## src/rtl/amba_ahb_master_if.sv

```systemverilog
// Command, response and AHB bus signals of amba_ahb_master, grouped with
// master/slave views.
interface amba_ahb_master_if #(
    parameter int AW = 32,
    parameter int DW = 32
);
    logic            cmd_valid;
    logic            cmd_ready;
    logic            cmd_write;
    logic [AW-1:0]   cmd_addr;
    logic [2:0]      cmd_size;
    logic            cmd_burst;
    logic [4*DW-1:0] cmd_wdata;

    logic            rdata_valid;
    logic [DW-1:0]   rdata;
    logic            rdata_last;
    logic            done;
    logic            err;

    logic [AW-1:0]   haddr;
    logic [1:0]      htrans;
    logic            hwrite;
    logic [2:0]      hsize;
    logic [2:0]      hburst;
    logic [3:0]      hprot;
    logic [DW-1:0]   hwdata;
    logic [DW-1:0]   hrdata;
    logic            hready;
    logic            hresp;

    modport master (
        input  cmd_valid, cmd_write, cmd_addr, cmd_size, cmd_burst, cmd_wdata,
               hrdata, hready, hresp,
        output cmd_ready, rdata_valid, rdata, rdata_last, done, err,
               haddr, htrans, hwrite, hsize, hburst, hprot, hwdata
    );

    modport slave (
        output cmd_valid, cmd_write, cmd_addr, cmd_size, cmd_burst, cmd_wdata,
               hrdata, hready, hresp,
        input  cmd_ready, rdata_valid, rdata, rdata_last, done, err,
               haddr, htrans, hwrite, hsize, hburst, hprot, hwdata
    );
endinterface

```

## src/rtl/amba_ahb_master.sv

```systemverilog
// AHB master issuing SINGLE / INCR4 commands with pipelined address/data phases.
// Optional AMBA_AHB_MASTER_ERR_CNT_EN adds a saturating err_cnt output.
module amba_ahb_master #(
    parameter int AW = 32,
    parameter int DW = 32
) (
    input  logic hclk,
    input  logic hreset,
    amba_ahb_master_if.master bus
`ifdef AMBA_AHB_MASTER_ERR_CNT_EN
    ,
    output logic [7:0] err_cnt
`endif
);
    typedef enum logic [2:0] {IDLE, ADDR, BURST, LAST, ERR1, ERR2} state_t;

    localparam logic [1:0] HT_IDLE   = 2'b00;
    localparam logic [1:0] HT_NONSEQ = 2'b10;
    localparam logic [1:0] HT_SEQ    = 2'b11;

    state_t          state_q, state_d;
    logic [AW-1:0]   haddr_q, haddr_d;
    logic [1:0]      htrans_q, htrans_d;
    logic            hwrite_q, hwrite_d;
    logic [2:0]      hsize_q, hsize_d;
    logic [2:0]      hburst_q, hburst_d;
    logic [DW-1:0]   hwdata_q, hwdata_d;
    logic [DW-1:0]   rdata_q, rdata_d;
    logic            rvld_q, rvld_d, rlast_q, rlast_d;
    logic            done_q, done_d, err_q, err_d;
    logic            burst_q, burst_d;
    logic [4*DW-1:0] wdata_q, wdata_d;
    logic [1:0]      abeat_q, abeat_d, dbeat_q, dbeat_d;
    logic [1:0]      last_beat;
    logic            misalign, cross_1k, reject;
    logic [10:0]     end_off;

    // Reject misaligned / oversize commands and INCR4 spanning a 1 KB page.
    always_comb begin
        misalign = (bus.cmd_size > 3'd2) ||
                   (bus.cmd_size == 3'd1 && bus.cmd_addr[0]) ||
                   (bus.cmd_size == 3'd2 && bus.cmd_addr[1:0] != 2'b00);
        end_off  = {1'b0, bus.cmd_addr[9:0]} + (11'd4 << bus.cmd_size[1:0]);
        cross_1k = bus.cmd_burst && (end_off > 11'd1024);
        reject   = misalign || cross_1k;
    end

    assign last_beat = burst_q ? 2'd3 : 2'd0;

    always_ff @(posedge hclk or posedge hreset) begin
        if (hreset) begin
            state_q  <= IDLE;
            haddr_q  <= '0;
            htrans_q <= HT_IDLE;
            hwrite_q <= 1'b0;
            hsize_q  <= '0;
            hburst_q <= '0;
            hwdata_q <= '0;
            rdata_q  <= '0;
            rvld_q   <= 1'b0;
            rlast_q  <= 1'b0;
            done_q   <= 1'b0;
            err_q    <= 1'b0;
            burst_q  <= 1'b0;
            wdata_q  <= '0;
            abeat_q  <= '0;
            dbeat_q  <= '0;
        end else begin
            state_q  <= state_d;
            haddr_q  <= haddr_d;
            htrans_q <= htrans_d;
            hwrite_q <= hwrite_d;
            hsize_q  <= hsize_d;
            hburst_q <= hburst_d;
            hwdata_q <= hwdata_d;
            rdata_q  <= rdata_d;
            rvld_q   <= rvld_d;
            rlast_q  <= rlast_d;
            done_q   <= done_d;
            err_q    <= err_d;
            burst_q  <= burst_d;
            wdata_q  <= wdata_d;
            abeat_q  <= abeat_d;
            dbeat_q  <= dbeat_d;
        end
    end

    // ADDR: first address phase only; BURST: address n overlaps data n-1;
    // LAST: final data phase; ERR1/ERR2: two-cycle error response.
    always_comb begin
        state_d = state_q;
        case (state_q)
            IDLE:  if (bus.cmd_valid && !reject) state_d = ADDR;
            ADDR:  if (bus.hready) state_d = burst_q ? BURST : LAST;
            BURST: begin
                if (bus.hresp)       state_d = bus.hready ? ERR2 : ERR1;
                else if (bus.hready) state_d = (abeat_q == 2'd3) ? LAST : BURST;
            end
            LAST: begin
                if (bus.hresp)       state_d = bus.hready ? ERR2 : ERR1;
                else if (bus.hready) state_d = IDLE;
            end
            ERR1:  if (bus.hready) state_d = ERR2;
            ERR2:  state_d = IDLE;
            default: state_d = IDLE;
        endcase
    end

    always_comb begin
        haddr_d  = haddr_q;
        htrans_d = htrans_q;
        hwrite_d = hwrite_q;
        hsize_d  = hsize_q;
        hburst_d = hburst_q;
        hwdata_d = hwdata_q;
        rdata_d  = rdata_q;
        rvld_d   = 1'b0;
        rlast_d  = 1'b0;
        done_d   = 1'b0;
        err_d    = 1'b0;
        burst_d  = burst_q;
        wdata_d  = wdata_q;
        abeat_d  = abeat_q;
        dbeat_d  = dbeat_q;
        case (state_q)
            IDLE: begin
                htrans_d = HT_IDLE;
                if (bus.cmd_valid) begin
                    if (reject) begin
                        done_d = 1'b1;
                        err_d  = 1'b1;
                    end else begin
                        haddr_d  = bus.cmd_addr;
                        htrans_d = HT_NONSEQ;
                        hwrite_d = bus.cmd_write;
                        hsize_d  = bus.cmd_size;
                        hburst_d = bus.cmd_burst ? 3'b011 : 3'b000;
                        burst_d  = bus.cmd_burst;
                        wdata_d  = bus.cmd_wdata;
                        abeat_d  = 2'd0;
                    end
                end
            end
            ADDR, BURST, LAST: begin
                if (state_q != ADDR && bus.hresp) begin
                    // Cancel whatever address is still on the bus.
                    htrans_d = HT_IDLE;
                    if (bus.hready) begin
                        done_d = 1'b1;
                        err_d  = 1'b1;
                    end
                end else if (bus.hready) begin
                    if (state_q != ADDR && !hwrite_q) begin
                        rdata_d = bus.hrdata;
                        rvld_d  = 1'b1;
                        rlast_d = (dbeat_q == last_beat);
                    end
                    if (state_q == LAST) done_d = 1'b1;
                    if (state_q != LAST) begin
                        hwdata_d = wdata_q[abeat_q*DW +: DW];
                        dbeat_d  = abeat_q;
                        if (abeat_q == last_beat) begin
                            htrans_d = HT_IDLE;
                        end else begin
                            haddr_d  = haddr_q + ({{(AW-1){1'b0}}, 1'b1} << hsize_q);
                            htrans_d = HT_SEQ;
                            abeat_d  = abeat_q + 2'd1;
                        end
                    end
                end
            end
            ERR1: begin
                htrans_d = HT_IDLE;
                if (bus.hready) begin
                    done_d = 1'b1;
                    err_d  = 1'b1;
                end
            end
            default: htrans_d = HT_IDLE;
        endcase
    end

`ifdef AMBA_AHB_MASTER_ERR_CNT_EN
    always_ff @(posedge hclk or posedge hreset) begin
        if (hreset)
            err_cnt <= '0;
        else if (done_d && err_d && err_cnt != 8'hFF)
            err_cnt <= err_cnt + 8'd1;
    end
`endif

    assign bus.cmd_ready   = (state_q == IDLE) && !hreset;
    assign bus.haddr       = haddr_q;
    assign bus.htrans      = htrans_q;
    assign bus.hwrite      = hwrite_q;
    assign bus.hsize       = hsize_q;
    assign bus.hburst      = hburst_q;
    assign bus.hprot       = 4'b0011;
    assign bus.hwdata      = hwdata_q;
    assign bus.rdata       = rdata_q;
    assign bus.rdata_valid = rvld_q;
    assign bus.rdata_last  = rlast_q;
    assign bus.done        = done_q;
    assign bus.err         = err_q;
endmodule

```

## src/flat_wrapper.sv

```systemverilog
// flat-port wrapper written by rule: the top's interface ports become plain ports
module amba_ahb_master_flat 
#(
    parameter int AW = 32,
    parameter int DW = 32
)
  (hclk, hreset, bus_cmd_valid, bus_cmd_write, bus_cmd_addr, bus_cmd_size, bus_cmd_burst, bus_cmd_wdata, bus_hrdata, bus_hready, bus_hresp, bus_cmd_ready, bus_rdata_valid, bus_rdata, bus_rdata_last, bus_done, bus_err, bus_haddr, bus_htrans, bus_hwrite, bus_hsize, bus_hburst, bus_hprot, bus_hwdata);
  amba_ahb_master_if #(.AW(AW), .DW(DW)) bus_i ();
  input  logic hclk;
  input  logic hreset;
  input wire logic [$bits(bus_i.cmd_valid)-1:0] bus_cmd_valid;
  input wire logic [$bits(bus_i.cmd_write)-1:0] bus_cmd_write;
  input wire logic [$bits(bus_i.cmd_addr)-1:0] bus_cmd_addr;
  input wire logic [$bits(bus_i.cmd_size)-1:0] bus_cmd_size;
  input wire logic [$bits(bus_i.cmd_burst)-1:0] bus_cmd_burst;
  input wire logic [$bits(bus_i.cmd_wdata)-1:0] bus_cmd_wdata;
  input wire logic [$bits(bus_i.hrdata)-1:0] bus_hrdata;
  input wire logic [$bits(bus_i.hready)-1:0] bus_hready;
  input wire logic [$bits(bus_i.hresp)-1:0] bus_hresp;
  output wire logic [$bits(bus_i.cmd_ready)-1:0] bus_cmd_ready;
  output wire logic [$bits(bus_i.rdata_valid)-1:0] bus_rdata_valid;
  output wire logic [$bits(bus_i.rdata)-1:0] bus_rdata;
  output wire logic [$bits(bus_i.rdata_last)-1:0] bus_rdata_last;
  output wire logic [$bits(bus_i.done)-1:0] bus_done;
  output wire logic [$bits(bus_i.err)-1:0] bus_err;
  output wire logic [$bits(bus_i.haddr)-1:0] bus_haddr;
  output wire logic [$bits(bus_i.htrans)-1:0] bus_htrans;
  output wire logic [$bits(bus_i.hwrite)-1:0] bus_hwrite;
  output wire logic [$bits(bus_i.hsize)-1:0] bus_hsize;
  output wire logic [$bits(bus_i.hburst)-1:0] bus_hburst;
  output wire logic [$bits(bus_i.hprot)-1:0] bus_hprot;
  output wire logic [$bits(bus_i.hwdata)-1:0] bus_hwdata;
  assign bus_i.cmd_valid = bus_cmd_valid;
  assign bus_i.cmd_write = bus_cmd_write;
  assign bus_i.cmd_addr = bus_cmd_addr;
  assign bus_i.cmd_size = bus_cmd_size;
  assign bus_i.cmd_burst = bus_cmd_burst;
  assign bus_i.cmd_wdata = bus_cmd_wdata;
  assign bus_i.hrdata = bus_hrdata;
  assign bus_i.hready = bus_hready;
  assign bus_i.hresp = bus_hresp;
  assign bus_cmd_ready = bus_i.cmd_ready;
  assign bus_rdata_valid = bus_i.rdata_valid;
  assign bus_rdata = bus_i.rdata;
  assign bus_rdata_last = bus_i.rdata_last;
  assign bus_done = bus_i.done;
  assign bus_err = bus_i.err;
  assign bus_haddr = bus_i.haddr;
  assign bus_htrans = bus_i.htrans;
  assign bus_hwrite = bus_i.hwrite;
  assign bus_hsize = bus_i.hsize;
  assign bus_hburst = bus_i.hburst;
  assign bus_hprot = bus_i.hprot;
  assign bus_hwdata = bus_i.hwdata;
  amba_ahb_master #(.AW(AW), .DW(DW)) u_core (.hclk(hclk), .hreset(hreset), .bus(bus_i));
endmodule
```

## config.mk

```make
export PLATFORM = sky130hd
export DESIGN_NAME = amba_ahb_master_flat
export DESIGN_NICKNAME = d
export VERILOG_FILES = /design/src/rtl/amba_ahb_master_if.sv /design/src/rtl/amba_ahb_master.sv /design/src/flat_wrapper.sv
export SDC_FILE = /design/constraint.sdc
export NUM_CORES = 1
export LEC_CHECK = 0
export CORE_MARGIN = 5
export CORE_UTILIZATION = 40
export CTS_BUF_LIST = sky130_fd_sc_hd__clkbuf_4
export CTS_CLUSTER_DIAMETER = 80
export DETAILED_ROUTE_END_ITERATION = 12
export DONT_BUFFER_PORTS = 1
export PLACE_DENSITY = 0.54
export SYNTH_ARGS = -nofsm -noshare
export SYNTH_HDL_FRONTEND = slang
export SYNTH_SLANG_ARGS = --single-unit
```

## constraint.sdc

```tcl
create_clock -name hclk -period 11.75 [get_ports hclk]
set_clock_uncertainty 0.1 [all_clocks]
set_input_delay 3.525 -clock hclk [delete_from_list [all_inputs] [get_ports hclk]]
set_output_delay 3.525 -clock hclk [all_outputs]
set_load 0.1 [all_outputs]
```

==> results of run 1 <==
area by class of cell:
class,instances,area (sq um)
multi-input combinational,879,4940
antenna,2,5.00
sequential,242,6060
clock inverter,15,129
clock buffer,97,728
tap,378,473
fill,2796,15400
timing repair buffer,12,90.1
inverter,19,78.8
worst register-to-register path, cell delays in order (launching register included):
cell      delay [ns]
dfrtp_1         0.98
ha_1            0.34
inv_1           0.07
fa_1            0.40
nand2b_1        0.19
a211o_1         0.31
a21oi_1         0.66
nand2_1         0.17
or3_4           0.41
a22oi_2         0.17
registers in the layout, indices dropped and copies added, names as in the netlist, 2 cells and up:
name	count
u_core.bus.rdata	32
u_core.bus.hsize	3
u_core.bus.haddr	32
u_core.wdata_q	128
u_core.abeat_q	2
u_core.state_q	3
u_core.dbeat_q	2
u_core.bus.hwdata	32
u_core.bus.htrans	2
logic make-up (layout without fill, tap and decap cells):
| kind of cell | Yosys count | count (layout) | synth area share (%) |
|---|---|---|---|
| xor+xnor | 6 | 6 | 0.463 |
| flops | 242 | 242 | 53.3 |
| fa+ha+maj | 15 | 15 | 1.78 |
| buf+inv | 93 | 143 | 3.59 |
| other cells | 2 | 7 | 0.0661 |
| compound gates | 131 | 131 | 7.39 |
| simple gates | 653 | 653 | 23.4 |
| mux | 69 | 69 | 10.0 |
metal layers:
metal	wire (um)	vias up	share of wire, %
met3	3360	72	11
met5	20	-	0.065
met1	12200	4050	39
li1	-	4072	-
met2	14400	328	47
met4	908	2	2.9
final timing paths:
check	from	endpoint	slack (ns)	cells after the start
setup / recovery	hreset	bus_cmd_ready	3.81	1
hold / removal	u_core.wdata_q[69]	u_core.wdata_q[69]	0.37	2
setup reg to reg	u_core.bus.haddr[0]	u_core.bus.haddr[28]	7.86	9
hold reg to reg	u_core.wdata_q[69]	u_core.wdata_q[69]	0.37	2
max in group asynchronous	hreset	u_core.wdata_q[127]	7.25	2
min in group asynchronous	hreset	u_core.bus.haddr[6]	2.74	1
layout by cell type (no fill, tap or decap), types with 17 or more instances in the layout:
cell type	count
a21oi_1	37
clkbuf_4	97
dfrtp_1	239
inv_1	18
mux2_2	37
mux4_2	32
nand2_1	541
nand3_1	17
nor2_1	35
o21ai_0	28
through the flow:
step	cell area (sq um)	worst slack [ns]	cells	hold slack (ns)
finish	12500	3.81	1644	0.366
global route	12500	3.80	1644	0.381
CTS	12500	3.80	1642	0.371
detailed placement	11600	3.80	1530	0.357
global placement	11600	3.80	1530	0.354
floorplan	11400	1.48	1214	0.340
==> impl_metrics.toml, run 1 <==
[status]
status = "finished clean"

[global_routing]
busiest_layer = "met2"
global_route.usage.met1_pct = 23.8
grt_pass1_vias = 8833
grtUsageTotal_pct = 19.4
antenna_found_initial = 3
grt_start_max_net_pins = 105
grt_use_met3_pct = 8.10
overflow = 0
grt_use_met2_pct = 30.5
grt_pass1_wl_um = 48800

[critical_path]
crit_path_start_kind = "input port"
cp_cell_sequence = "nor2_2"
cp.arrival_ns = 4.32
crit_type = "in2out"
path_max_fanout = 2
max_stage_delay_ns = 0.79
end_kind = "output port"
crit_buf_inv = 0
required_ns = 8.12
critPathSlowestCell = "nor2_2"
crit_family = "simple AND/OR/NAND/NOR gates"

[logic_synthesis]
post-synth-top-count-cell = "nand2_1"
synth_top_area_share_pct = 53.3
synth_common_cells = "541 x nand2_1, 242 x dfrtp_1, 46 x clkbuf_1"
synth_cell_type_count = 65
yosys-top-cells-area = "dfrtp_1 53%, nand2_1 18%, mux4_2 6.3%"
ys_seq_area_share_pct = 53.3
ys_ff_latch = 242
synth_async_sr_flop_share_pct = 100
synth_edf_count = 0
synth_top_cell_by_area = "dfrtp_1"
netlist_area_sq_mm = 0.0114
synth-main-ff-cell = "dfrtp_1"
syn_inst = 1211
ys_warn_count = 0
avgSynthCellArea_sq_um = 9.38

[clock_tree]
hold_buffers = 0
cts_sinks = 242
cts_setup_buffers = 0
numCtsBuffers = 70
htree_num_levels = 3
clk_latency_ns = 0.65
tritoncts = "built"
clockBufferDepth = 3
cts-root-buf = "clkbuf_4"
cts.clk_slew.worst_paths_ns = 0.06
ctsResizeCount = 0

[worst_hold_path]
hold_path_class = "reg2reg"

[placed_design]
dp.final_hpwl_um = 20700
finalWeightedCongestion = 0.813
io_buffers = 0

[die]
coreArea_sq_mm = 0.0279
rows = 61
die_h_um = 178
pin_count = 316
die-width_um = 178
start_util_pct = 40.7
die_area_sq_mm = 0.0319

[timing]
tightest_slew_ns = 1.10
fmax_mhz = 126
fin_crit_sh_pct = 67.6
hold_viol_final = 0
setup_viol = 0
fin_crit_ns = 7.94
rsz0062_at_grt = "false"
timing.slew.headroom_pct = 26.4
setup_tns_ns = 0
slew_viol_final = 0

[finish]
drive_above_1_share_pct = 16.1
area_growth_pct = 10.1
fin_nets = 1441
final_core_util_pct = 44.8

[route]
drtIter0Drc = 454
via_count = 8524
wl_per_cell_um = 18.8
drt_wl_total_um = 30900
via_per_inst = 5.18
antenna_left = 0
drt-pass1-iter-count = 5
drc_errors = 0

[run]
maxCapViolCount = 0
Power of run 1 is left out: the tool's default activity adds up to more than one toggle a clock period on the data nets, which glitch-free logic cannot reach.
==> inputs of run 2 (changes only) <==
Settings changed: PLACE_DENSITY 0.54 to 0.56.
Clock period 11.75 ns to 7.12 ns, I/O delays scaled along.
==> impl_metrics.toml, run 2 (same netlist as run 1, synthesis figures left out) <==
[status]
status = "finished clean"

[worst_hold_path]
hold_path_class = "reg2reg"

[critical_path]
end_kind = "output port"
cp_cell_sequence = "nor2_2"
critPathSlowestCell = "nor2_2"
required_ns = 4.88
max_stage_delay_ns = 0.79
crit_type = "in2out"
crit_buf_inv = 0
path_max_fanout = 2
crit_family = "simple AND/OR/NAND/NOR gates"
cp.arrival_ns = 2.93
crit_path_start_kind = "input port"

[run]
maxCapViolCount = 0

[timing]
whs_ns = 0.368
hold_viol_final = 0
slew_viol_final = 0
setup_tns_ns = 0
timing.slew.headroom_pct = 24.0
setup_viol = 0
rsz0062_at_grt = "false"
fmax_mhz = 193
tightest_slew_ns = 1.14
fin_crit_sh_pct = 72.6
fin_crit_ns = 5.17

[global_routing]
grt_pass1_wl_um = 47300
overflow = 0
global_route.usage.met1_pct = 22.9
antenna_found_initial = 1
grtUsageTotal_pct = 18.8
busiest_layer = "met2"
grt_use_met2_pct = 29.4
grt_start_max_net_pins = 152
grt_use_met3_pct = 8.61
grt_pass1_vias = 8599

[finish]
fin_nets = 1440
final_common_cell = "nand2_1"
fin_cells = 1651
top_register = "u_core.wdata_q"
drive_above_1_share_pct = 16.4
area_growth_pct = 10.7
mostFrequentLayoutCells = "541 x nand2_1, 239 x dfrtp_1, 104 x clkbuf_4"
largest_reg_flops = 128
final_core_util_pct = 45.0
fillers = 2753

[die]
die_h_um = 178
die_area_sq_mm = 0.0319
rows = 61
coreArea_sq_mm = 0.0279
die-width_um = 178
pin_count = 316
start_util_pct = 40.7

[clock_tree]
clockBufferDepth = 3
tritoncts = "built"
clk_latency_ns = 0.66
ctsResizeCount = 0
cts.clk_slew.worst_paths_ns = 0.06
hold_buffers = 0
cts_setup_buffers = 0
htree_num_levels = 3
numCtsBuffers = 69
cts_sinks = 242
cts-root-buf = "clkbuf_4"

[route]
drtIter0Drc = 410
wl_per_cell_um = 18.5
drt-pass1-iter-count = 5
via_per_inst = 5.16
drt_wl_total_um = 30600
antenna_left = 0
drc_errors = 0
via_count = 8523

[placed_design]
dp.cells = 1530
finalWeightedCongestion = 0.828
dp.final_hpwl_um = 20400
io_buffers = 0
## run 2: cell types whose count changed in the layout (fill, tap and decap cells not counted), sizes merged
cell	before	now
clkinvlp	2	1
clkbuf	97	104
clkinv	9	12
inv	21	20
diode	2	1
## run 2: worst paths after layout
kind,depth (start not counted),slack (ns),endpoint,startpoint
min,2,0.37,u_core.wdata_q[38],u_core.wdata_q[38]
min in group asynchronous,1,1.34,u_core.wdata_q[4],hreset
max reg2reg,8,3.04,u_core.bus.haddr[28],u_core.bus.hsize[2]
max,1,1.95,bus_cmd_ready,hreset
max in group asynchronous,2,4.31,u_core.bus.hwdata[16],hreset
min reg2reg,2,0.37,u_core.wdata_q[38],u_core.wdata_q[38]
## run 2: area by class of cell
type                       count  area, sq um  share of cell area, %
inverter                      19         75.1                  0.597
timing repair buffer          12          115                  0.916
antenna                        1         2.50                 0.0199
clock buffer                 104          781                   6.21
sequential                   242         6060                   48.2
multi-input combinational    879         4940                   39.3
tap                          378          473                   3.76
clock inverter                16          123                  0.976
## run 2: metrics by stage
stage / cell area [sq um] / setup WS [ns]
2_1_floorplan: 11400 / 1.49
3_3_place_gp: 11700 / 1.77
3_5_place_dp: 11700 / 1.75
4_1_cts: 12600 / 1.95
5_1_grt: 12600 / 1.94
6_report: 12600 / 1.95
## run 2: metal layers
metal,wire [um],vias to the layer above
li1,-,4077
met1,12200,4079
met2,14200,312
met3,3420,55
met4,790,0
met5,0,-
Power of run 2 is left out for the same reason.
==> variant, RTL diff (settings of run 2) <==
Re-encode `state_t` (6 states) as one-hot, 6 bits wide.
--- a/src/rtl/amba_ahb_master.sv
+++ b/src/rtl/amba_ahb_master.sv
@@ -13,5 +13,5 @@
 `endif
 );
-    typedef enum logic [2:0] {IDLE, ADDR, BURST, LAST, ERR1, ERR2} state_t;
+    typedef enum logic [5:0] {IDLE = 6'b000001, ADDR = 6'b000010, BURST = 6'b000100, LAST = 6'b001000, ERR1 = 6'b010000, ERR2 = 6'b100000} state_t;
 
     localparam logic [1:0] HT_IDLE   = 2'b00;
Check against the original RTL: no difference found for any inputs over 4 cycles, from zero or initial values and one cycle with hreset high; so few cycles prove little.
==> variant against run 2 <==
- sequential cell count is 3 higher
- die area rose by 3.9%
- wire length up 1.5%
- area after synthesis increased by 4.1%
- via count down 5.7%
- global-route usage shrank 0.26 points
- design area is 3.3% higher
- synthesized cell count fell by 19%
- fmax is 0.47% lower
- worst setup slack lost 0.024 ns
- critical endpoint unchanged
==> variant: results (changes against run 2) <==
* Outcome: finished clean (unchanged)
* DPL Wire Length at 21000 um (was 20400 um)
* Top delay family on crit path: simple AND/OR/NAND/NOR gates (unchanged)
* Maximum root-to-sink buffer count at 3 (unchanged)
* CP arrival at 2.96 ns (was 2.93 ns)
* Cells on worst reg2reg path at 9 (was 8)
* Hold crit path type: reg -> reg (unchanged)
* Max reg flops at 128 (unchanged)
* Reg-to-reg endpoint: u_core.bus.haddr[13] (was u_core.bus.haddr[28])
* Iter 0 DRT Violations at 390 (was 410)
* Die footprint at 33100 um^2 (was 31900 um^2)
* Filler cell count at 2750 (was 2753)
* Proportion of layout cells with a drive suffix above 1 at 32.4% (was 16.4%)
* Ys async rst share at 100% (unchanged)
* Slowest cell on crit path: and2_1 (was nor2_2)
* I/O Buffers at 0 (unchanged)
* RePlAce Congestion at 0.820 (was 0.828)
* Root Buffer: clkbuf_4 (unchanged)
* Largest net degree at the start of global routing at 74 (was 152)
* First-pass GRT wire length at 49000 um (was 47300 um)
* Worst-path clk slew at 0.06 ns (about the same)
* # resized after CTS at 0 (unchanged)
* CTS buffer count at 73 (was 69)
* H-tree depth at 3 (unchanged)
* Pre-Repair DR Iteration Count at 4 (was 5)
* Crit Path Max Fanout at 2 (unchanged)
* Synth cell types at 71 (was 65)
* Seq/Total Area, Yosys at 51.9% (was 53.3%)
* Vias in the first global route at 8558 (was 8599)
* Vias at 8036 (was 8523)
* Reg2reg start: u_core.bus.hsize[0] (was u_core.bus.hsize[2])
* Final nets at 1228 (was 1440)
* VDD IR max at 339 uV
* Worst Tran Pin Value at 1.18 ns (was 1.14 ns)
* Synth warnings at 0 (unchanged)
* Setup crit start: hreset (unchanged)
* Most used DFF post-synth: dfrtp_1 (unchanged)
* Post-synth top cells: dfrtp_1 (244), mux2_2 (165), nand2_1 (144), o21ai_0 (35), mux4_2 (32) (was nand2_1 (541), dfrtp_1 (242), clkbuf_1 (46), a21oi_1 (37), mux2_2 (37))
* Clk Latency, worst-skew pair at 0.67 ns
* Top post-synthesis cells by area: dfrtp_1 (52%), mux2_2 (16%), mux4_2 (6.1%) (was dfrtp_1 (53%), nand2_1 (18%), mux4_2 (6.3%))
* GRT Util Overall at 18.5% (was 18.8%)
* Most flop-heavy register: u_core.wdata_q (unchanged)
* Worst setup path end: bus_cmd_ready (unchanged)
* Routed WL at 31100 um (was 30600 um)
* Reg2reg setup slack at 2.72 ns (was 3.04 ns)
* Pleak at 5.67 nW
* CP peak stage delay at 0.76 ns (was 0.79 ns)
* Final-report setup violation count at 0 (unchanged)
* Postcts setup bufs at 0 (unchanged)
* Initial antenna violation count at 3 (was 1)
variant: cells by family after synthesis:
family                   after synthesis  share of synthesized area, %
AND/OR/NAND/NOR                      270                          10.8
flip-flops                           245                          51.9
multiplexers                         205                          22.6
AO/OA/AOI/OAI                        156                          8.80
buffers and inverters                 82                          3.52
adder cells (fa/ha/maj)               15                          1.71
XOR/XNOR                               9                         0.667
other                                  2                        0.0635
variant: through the flow:
step	setup TNS, ns	area (um^2)	instances	hold slack, ns	setup WS (ns)
after floorplan	-1.72	11800	987	0.352	-1.72
final	0	13000	1449	0.382	1.93
after global placement	0	12100	1326	0.366	1.79
after global routing	0	13000	1448	0.415	1.92
after detailed placement	0	12100	1326	0.372	1.69
after CTS	0	13000	1447	0.386	1.93
variant: final cells by class:
class	count	area [um^2]	area share, %
multi-input combinational	660	5300	40.8
inverter	14	56.3	0.433
clock inverter	19	101	0.780
timing repair buffer	17	140	1.08
antenna	2	5.00	0.0385
clock buffer	102	766	5.90
tap	390	488	3.76
sequential	245	6140	47.2
variant: routing by layer:
metal	wire length [um]	vias up	GRT usage, %
met1	12700	3971	23.4
met5	13	-	0
met3	3200	60	7.95
met2	14400	328	28.8
li1	-	3675	-
met4	722	2	5.97
variant: where the power goes:
part / switching [W] / leakage (nW) / total [W] / internal, W
Combinational: 0.000635 / 2.10 / 0.00140 / 0.000768
Clock: 0.000613 / 0.516 / 0.00128 / 0.000663
Sequential: 0.00195 / 3.05 / 0.00388 / 0.00193
Total: 0.00320 / 5.67 / 0.00656 / 0.00336
variant: worst min-delay path by stage:
stage / from / depth (start not counted) / endpoint / slack [ns]
floorplan: u_core.wdata_q[93] / 1 / u_core.wdata_q[93] / 0.35
global placement: u_core.wdata_q[93] / 1 / u_core.wdata_q[93] / 0.37
global route: u_core.wdata_q[78] / 1 / u_core.wdata_q[78] / 0.41
finish: u_core.wdata_q[94] / 1 / u_core.wdata_q[94] / 0.38
CTS: u_core.wdata_q[94] / 1 / u_core.wdata_q[94] / 0.39
detailed placement: u_core.wdata_q[94] / 1 / u_core.wdata_q[94] / 0.37
